--- src/rtl/j0_bus_arb.sv ---
// Arbitrates the single-port coprocessor data RAM between the host port and the j0 core.
// Host wins. j0 is paused for the host access and a recovery window, and it is held in reset while run_en is low.
module j0_bus_arb #(
  parameter int HOLD_CYCLES = 2,
  parameter int MIN_RUN     = 1
) (
  input  logic        sys_clk_i,
  input  logic        sys_rst_i,
  input  logic        run_en,
  input  logic        host_req,
  input  logic        host_wr,
  input  logic [15:0] host_addr,
  input  logic [15:0] host_wdata,
  output logic        host_ack,
  output logic [15:0] host_rdata,
  input  logic [15:0] j0_mem_addr,
  input  logic        j0_mem_wr,
  input  logic [15:0] j0_mem_dout,
  output logic [15:0] j0_mem_din,
  output logic        j0_pause,
  output logic        j0_rst,
  output logic [15:0] mem_addr,
  output logic        mem_wr,
  output logic [15:0] mem_wdata,
  input  logic [15:0] mem_rdata,
  output logic [1:0]  dbg_state
);

  // Host handshake: host_req is a level that stays high until the one-cycle host_ack.
  // host_wr, host_addr and host_wdata must remain stable over that whole interval.
  typedef enum logic [1:0] {
    IDLE    = 2'd0,
    GRANT   = 2'd1,
    DATA    = 2'd2,
    RECOVER = 2'd3
  } state_t;

  localparam logic [4:0] MIN_RUN_L = 5'(MIN_RUN);
  localparam logic [3:0] HOLD_LAST = 4'(HOLD_CYCLES - 1);

  state_t     state, state_nxt;
  logic [3:0] run_cnt, run_cnt_nxt;
  logic [3:0] hold_cnt, hold_cnt_nxt;

  always_comb begin
    state_nxt    = state;
    run_cnt_nxt  = run_cnt;
    hold_cnt_nxt = hold_cnt;
    mem_addr     = j0_mem_addr;
    mem_wr       = 1'b0;
    mem_wdata    = j0_mem_dout;
    case (state)
      IDLE: begin
        mem_wr = j0_mem_wr;
        if (run_cnt != 4'hF) run_cnt_nxt = run_cnt + 4'd1;
        // A j0 held in reset gains nothing from a run window, so it cannot delay the host.
        if (host_req && ((({1'b0, run_cnt} + 5'd1) >= MIN_RUN_L) || j0_rst))
          state_nxt = GRANT;
      end
      GRANT: begin
        mem_addr  = host_addr;
        mem_wr    = host_wr;
        mem_wdata = host_wdata;
        state_nxt = DATA;
      end
      DATA: begin
        mem_addr     = host_addr;
        mem_wdata    = host_wdata;
        state_nxt    = RECOVER;
        hold_cnt_nxt = 4'd0;
      end
      RECOVER: begin
        // j0's pending address is driven to the RAM here, so its first read after resuming is valid.
        if (hold_cnt == HOLD_LAST) begin
          state_nxt   = IDLE;
          run_cnt_nxt = 4'd0;
        end else begin
          hold_cnt_nxt = hold_cnt + 4'd1;
        end
      end
      default: state_nxt = IDLE;
    endcase
    if (sys_rst_i) mem_wr = 1'b0;
  end

  always_ff @(posedge sys_clk_i) begin
    if (sys_rst_i) begin
      state      <= IDLE;
      run_cnt    <= 4'd0;
      hold_cnt   <= 4'd0;
      j0_pause   <= 1'b0;
      host_ack   <= 1'b0;
      host_rdata <= 16'd0;
      j0_rst     <= 1'b1;
    end else begin
      state    <= state_nxt;
      run_cnt  <= run_cnt_nxt;
      hold_cnt <= hold_cnt_nxt;
      j0_pause <= (state_nxt != IDLE);
      host_ack <= (state == DATA);
      j0_rst   <= ~run_en;
      if (state == DATA && !host_wr) host_rdata <= mem_rdata;
    end
  end

  assign j0_mem_din = mem_rdata;
  assign dbg_state  = state;

endmodule

--- config.mk ---
export PLATFORM = sky130hd
export DESIGN_NAME = j0_bus_arb
export DESIGN_NICKNAME = d
export VERILOG_FILES = /design/src/rtl/j0_bus_arb.sv
export SDC_FILE = /design/constraint.sdc
export NUM_CORES = 1
export LEC_CHECK = 0
export CORE_UTILIZATION = 29
export DETAILED_ROUTE_END_ITERATION = 8
export PLACE_DENSITY = 0.77
export SETUP_SLACK_MARGIN = 0.1
export SYNTH_ARGS = -nofsm -noshare
export SYNTH_HDL_FRONTEND = slang
export SYNTH_SLANG_ARGS = --single-unit
--- constraint.sdc ---
create_clock -name sys_clk_i -period 1.6 [get_ports sys_clk_i]
set_input_delay 0.32 -clock sys_clk_i [delete_from_list [all_inputs] [get_ports sys_clk_i]]
set_output_delay 0.32 -clock sys_clk_i [all_outputs]
set_load 0.02 [all_outputs]
==> flow_metrics.py, run 1 <==
metrics = {
    "outcome": {
        "status": "complete, but fails checks",
        "violations": "setup timing",
    },
    "pwr": {
        "swShare_pct": 31.4,
        "comb_power_share_pct": 51.7,
        "clkPwrFrac_pct": 20.2,
        "seq_power_share_pct": 28.1,
        "ir_worst_vdd_uv": 553,
        "cellLeakagePower_nw": 1.78,
        "switching_power_mw": 0.869,
        "powerDensity_nw_per_um2": 687,
        "internal_power_mw": 1.90,
    },
    "worst_setup_path": {
        "cp_slowest_cell": "dfxtp_4",
        "cp.depth": 6,
        "r2r-start": "hold_cnt[1]$_SDFFE_PP0P_",
        "cp_max_fo": 7,
        "crit_start": "dbg_state[1]$_SDFF_PP0_",
        "path_buf_inv": 4,
        "start_kind": "flip-flop",
        "critical_path_class": "reg2out",
        "cpPeakStageDelay_ps": 360,
        "reg2reg_depth": 8,
        "critPathArrivalTime_ps": 1670,
        "critPathTopFamily": "buffers and inverters",
        "required_ps": 1280,
        "endpoint_kind": "output pin",
        "cp_common_cell": "buf_12",
        "cp_cell_sequence": "inv_4 > ha_4 > buf_12 > buf_12 > mux2_4 > buf_6",
    },
    "sta": {
        "period_needed_ps": 1990,
        "rsz0062_at_grt": "true",
        "relSlewSlack_pct": 80.2,
        "finalClockSkew_ps": 6.52,
        "worst-slew-pin-transition_ps": 298,
        "timing.final.crit_share_pct": 124,
        "drv_slew": 0,
        "fmax_mhz": 503,
        "setup_violations": 33,
        "setup_slack_ps": -388,
        "hold_viol": 0,
        "fin_tns_setup_ps": -10340,
    },
    "synth": {
        "ys.flop_type": "dfxtp_1",
        "synth_seq_area_share_pct": 31.8,
        "syn_area_per_cell_um2": 8.57,
        "synth_common_cells": "nand2_1, mux2_2, dfxtp_1, a21oi_1, buf_4",
        "syn_area_um2": 1830,
        "yosys-top-cells-area": "dfxtp_1, mux2_2, nand2_1",
        "synth_top_area_share_pct": 31.8,
        "synthArstFlopShare_pct": 0,
        "syn-num-nets": 307,
        "yosysMostFrequentCell": "nand2_1",
        "synth_cell_types": 36,
        "synth_seq_cells": 29,
        "synth_cells": 213,
        "yosysWarnings": 0,
        "synth_edf_count": 0,
        "synth_top_cell_by_area": "dfxtp_1",
    },
    "floorplan": {
        "die_x_um": 81.3,
        "core_area_um2": 5990,
        "rows": 28,
        "die_h_um": 81.3,
        "ios": 156,
        "initial_core_util_pct": 30.5,
        "die-area_um2": 6620,
    },
    "detailed_routing": {
        "drc": 0,
        "drt_iter0_drc": 66,
        "first_pass_iters": 4,
        "highest_layer": "met4",
        "wirelength_mm": 7.16,
        "viasPerCell": 4.67,
        "dr_total_vias": 2131,
        "avgRoutedWirePerCell_um": 15.7,
        "m1WireLength_mm": 2.67,
        "wl_met3_um": 396,
        "ant_nets": 0,
        "wl_met2_mm": 3.93,
    },
    "global_routing": {
        "grt_pass1_wl_mm": 9.89,
        "grt.overflow.total": 0,
        "groute.usage.overall_pct": 19.5,
        "antenna_found_initial": 0,
        "grt_max_degree": 29,
        "first_global_vias": 2066,
    },
    "placement": {
        "port_buffers": 155,
        "pre_cts_ws_ps": -428,
        "place_congestion": 0.817,
        "dp_hpwl_mm": 5.07,
    },
    "cells_and_area": {
        "nNetsFinal": 475,
        "diodes": 0,
        "drive_gt1_share_pct": 36.2,
        "synthToLayoutAreaGrowth_pct": 121,
        "num-fill-cells": 460,
    },
    "run": {
        "maxCapViolations": 0,
    },
    "hold_path": {
        "hp-class": "reg2reg",
        "holdCritStartpoint": "host_rdata[6]$_SDFFE_PP0P_",
        "hold-path-cell-count": 2,
    },
    "clock_network": {
        "htree_num_levels": 2,
        "clockBufferDepth": 2,
        "clkSlewWorstSetupHoldPaths_ps": 60,
        "numCtsBuffers": 5,
        "cts.sinks": 29,
        "clock_latency_ps": 280,
        "cts_tree": "yes",
        "postCtsHoldBufs": 0,
        "root_buffer": "clkbuf_8",
    },
}
-- flip-flops by register name (all words and copies together), names as in the netlist --
register and cells:
host_rdata 16, hold_cnt 4, run_cnt 4, dbg_state 2, host_ack 1, j0_pause 1, j0_rst 1
-- worst min-delay path, delay by kind of cell, from the launching register on --
kind	cells	cell delay (ps)
flip-flops	1	310
AND/OR/NAND/NOR	1	50
AO/OA/AOI/OAI	1	50
-- metrics by stage --
step | hold WS [ps] | instance area [µm²] | cells | total power [mW] | util (%)
global route | 478 | 4030 | 456 | 2.91 | 67.3
global placement | 443 | 3670 | 439 | 2.02 | 61.3
CTS | 452 | 3890 | 452 | 2.69 | 64.9
floorplan | 394 | 2010 | 213 | 1.47 | -
finish | 455 | 4030 | 456 | 2.77 | 67.3
detailed placement | 446 | 3670 | 439 | 2.04 | 61.3
-- cell usage in the layout (no fill, tap or decap), drive strengths merged, types with 3 or more instances in the layout --
cell           netlist  final
a21oi               23     23
buf                 22     68
clkbuf               7      6
clkdlybuf4s50        0     85
dfxtp               29     29
dlygate4sd2          0     35
ha                   8      8
inv                  6      6
mux2                33     33
nand2               37     37
nand2b               3      3
nand3                6      6
nor2                10     10
nor2b                3      3
-- cells by family (layout without fill, tap and decap cells) --
logic type,after synthesis,after routing,synth area share (%)
simple gates,69,69,18.0
flops,29,29,31.8
mux,34,34,20.9
buf+inv,35,203,11.2
fa+ha+maj,8,8,5.48
compound gates,36,36,11.7
xor+xnor,2,2,0.960
-- power groups by stage --
stage                     combinational [mW]  clock [mW]  sequential, mW
final                                   1.43       0.560           0.776
after global placement                  1.24           0           0.783
after detailed placement                1.26           0           0.784
after CTS                               1.36       0.569           0.769
after floorplan                        0.667           0           0.805
after global routing                    1.51       0.623           0.779
-- what timing repair did --
action                     in CTS  in global routing
gates resized for setup       234                 32
setup buffers                   6                  6
gates cloned                    1                  0
setup endpoints to repair      80                 61
pin swaps                      11                 17
-- final cells by class --
type | instances | area [µm²] | share of cell area (%)
clock inverter | 1 | 5.00 | 0.124
tap | 75 | 93.8 | 2.33
inverter | 6 | 30.0 | 0.745
sequential | 29 | 596 | 14.8
timing repair buffer | 190 | 1910 | 47.5
clock buffer | 6 | 72.6 | 1.80
multi-input combinational | 149 | 1320 | 32.8
-- routing by layer --
layer	track usage (%)	up-vias
met4	6.96	0
met5	0	-
met2	36.3	67
li1	-	1052
met1	21.4	999
met3	4.27	13
-- path summary, 6_finish.rpt --
path                                end  slack [ps]
min reg2reg  host_rdata[6]$_SDFFE_PP0P_         460
min          host_rdata[6]$_SDFFE_PP0P_         460
max                        mem_wdata[3]        -390
max reg2reg         j0_pause$_SDFF_PP0_          20
Note: power is estimated with default switching activity, not from simulation.
==> run 2: changes to the inputs <==
--- a/config.mk
+++ b/config.mk
@@ -7,6 +7,7 @@
 export LEC_CHECK = 0
 export CORE_UTILIZATION = 29
 export DETAILED_ROUTE_END_ITERATION = 8
+export MAX_ROUTING_LAYER = met4
 export PLACE_DENSITY = 0.77
 export SETUP_SLACK_MARGIN = 0.1
 export SYNTH_ARGS = -nofsm -noshare
==> run 2 against run 1 <==
The flow still finishes with violations (setup timing). Total power is essentially flat. Register-to-register slack is essentially flat. Combinational power is essentially flat. Count of clock-buffer cells in the layout is the same. Core utilization shrank 0.13 points. Worst hold slack lost 3.3 ps. Sequential power is essentially flat. Global-route usage grew 0.54 points. Sequential cell count is the same. Cell area shrank 0.19%.
==> flow_metrics.py, run 2 (synthesized netlist as in run 1, its figures left out) <==
metrics = {
    "global_routing": {
        "first_global_vias": 2066,
        "grtUsageMet2_pct": 36.3,
        "met1_usage_pct": 21.4,
        "antenna_found_initial": 0,
        "grt.overflow.total": 0,
        "grtUsageMet3_pct": 4.27,
        "busiest_layer": "met2",
        "groute.usage.overall_pct": 20.1,
        "grt_max_degree": 29,
        "grt_pass1_wl_mm": 9.89,
    },
    "sta": {
        "timing.final.crit_share_pct": 124,
        "setup_violations": 33,
        "period_needed_ps": 1990,
        "drv_slew": 0,
        "hold_viol": 0,
        "worst-slew-pin-transition_ps": 301,
        "fin_tns_setup_ps": -10370,
        "setup_slack_ps": -389,
        "relSlewSlack_pct": 79.9,
        "finalClockSkew_ps": 10.4,
        "fmax_mhz": 503,
        "rsz0062_at_grt": "true",
    },
    "cells_and_area": {
        "nNetsFinal": 474,
        "synthToLayoutAreaGrowth_pct": 120,
        "drive_gt1_share_pct": 36.1,
        "largest_registers": "host_rdata (16), hold_cnt (4), run_cnt (4)",
        "diodes": 0,
        "layout_common_cells": "clkdlybuf4s50_1, nand2_1, dlygate4sd2_1",
        "largest_reg_flops": 16,
        "num-fill-cells": 458,
        "fin_area_um2": 4020,
        "top_register": "host_rdata",
        "final_common_cell": "clkdlybuf4s50_1",
    },
    "detailed_routing": {
        "first_pass_iters": 4,
        "avgRoutedWirePerCell_um": 15.4,
        "drt_iter0_drc": 67,
        "drc": 0,
        "ant_nets": 0,
        "viasPerCell": 4.68,
        "wirelength_mm": 7.02,
        "dr_total_vias": 2129,
    },
    "pwr": {
        "seq_power_share_pct": 28.1,
        "internal_power_mw": 1.90,
        "switching_power_mw": 0.867,
        "clkPwrFrac_pct": 20.2,
        "swShare_pct": 31.4,
        "comb_power_share_pct": 51.7,
        "ir_worst_vdd_uv": 588,
        "powerDensity_nw_per_um2": 687,
        "cellLeakagePower_nw": 1.77,
        "finalPower_mw": 2.76,
    },
    "worst_setup_path": {
        "cp_common_cell": "buf_12",
        "endpoint_kind": "output pin",
        "cp_cell_sequence": "inv_4 > ha_4 > buf_12 > buf_12 > mux2_4 > buf_6",
        "rrSetupSlack_ps": 20,
        "critical_path_class": "reg2out",
        "critPathArrivalTime_ps": 1670,
        "cp_max_fo": 7,
        "required_ps": 1280,
        "cp_slowest_cell": "dfxtp_4",
        "cpPeakStageDelay_ps": 360,
        "start_kind": "flip-flop",
    },
    "floorplan": {
        "initial_core_util_pct": 30.5,
        "ios": 156,
        "die-area_um2": 6620,
        "rows": 28,
        "die_h_um": 81.3,
        "die_x_um": 81.3,
        "core_area_um2": 5990,
    },
    "clock_network": {
        "clockBufferDepth": 2,
        "clock_latency_ps": 280,
        "root_buffer": "clkbuf_8",
        "htree_num_levels": 2,
        "cts.sinks": 29,
        "cts_tree": "yes",
        "numCtsBuffers": 5,
        "clkSlewWorstSetupHoldPaths_ps": 70,
        "postCtsHoldBufs": 0,
    },
    "outcome": {
        "violations": "setup timing",
        "status": "complete, but fails checks",
    },
    "run": {
        "maxCapViolations": 0,
    },
    "hold_path": {
        "hp-class": "reg2reg",
    },
    "placement": {
        "port_buffers": 155,
        "place_area_um2": 3670,
        "dp_hpwl_mm": 5.07,
        "place_congestion": 0.829,
        "pre_cts_ws_ps": -428,
    },
}
run 2: cell types whose count changed in the layout (fill, tap and decap cells not counted), sizes merged:
cell,before,now
buf,68,67
run 2: layer usage:
metal	share of wire, %	vias up
met5	0	-
met4	1.4	0
met3	5.7	13
met2	55	64
met1	38	1004
li1	-	1048
run 2: path summary, 6_finish.rpt:
check | startpoint | endpoint | depth (start not counted)
min reg2reg | host_rdata[2]$_SDFFE_PP0P_ | host_rdata[2]$_SDFFE_PP0P_ | 2
max reg2reg | hold_cnt[1]$_SDFFE_PP0P_ | run_cnt[2]$_SDFFE_PP0P_ | 6
max | dbg_state[1]$_SDFF_PP0_ | mem_wdata[3] | 6
min | host_rdata[2]$_SDFFE_PP0P_ | host_rdata[2]$_SDFFE_PP0P_ | 2
run 2: per-stage QoR:
stage               hold slack [ps]  util [%]  std cells
global placement                443      61.3        439
CTS                             452      64.9        452
global route                    466      67.1        455
finish                          452      67.1        455
detailed placement              446      61.3        439
floorplan                       394         -        213
run 2: critical path, delay by kind of cell, from the launching register on:
| family | cells | cell delay [ps] |
|---|---|---|
| adder cells (fa/ha/maj) | 1 | 320 |
| flip-flops | 1 | 360 |
| buffers and inverters | 4 | 420 |
| multiplexers | 1 | 290 |
run 2: repair_timing:
| item | CTS | global route |
|---|---|---|
| hold endpoints to repair | 0 | 0 |
| pin swaps | 11 | 16 |
| setup buffers | 6 | 5 |
| gates cloned | 1 | 0 |
| gates resized for setup | 234 | 32 |
| endpoints found under the setup margin | 80 | 61 |
run 2: layout make-up:
type	count	area (µm²)	share of cell area (%)
tap	75	93.8	2.33
timing repair buffer	189	1910	47.4
inverter	6	30.0	0.747
clock buffer	6	72.6	1.80
multi-input combinational	149	1320	32.8
clock inverter	1	5.00	0.124
sequential	29	596	14.8
run 2: power by group through the flow:
stage | clock [mW] | sequential (mW) | combinational, mW
6_report | 0.559 | 0.777 | 1.43
5_1_grt | 0.614 | 0.779 | 1.50
4_1_cts | 0.569 | 0.769 | 1.36
3_5_place_dp | 0 | 0.784 | 1.26
3_3_place_gp | 0 | 0.783 | 1.24
2_1_floorplan | 0 | 0.805 | 0.667
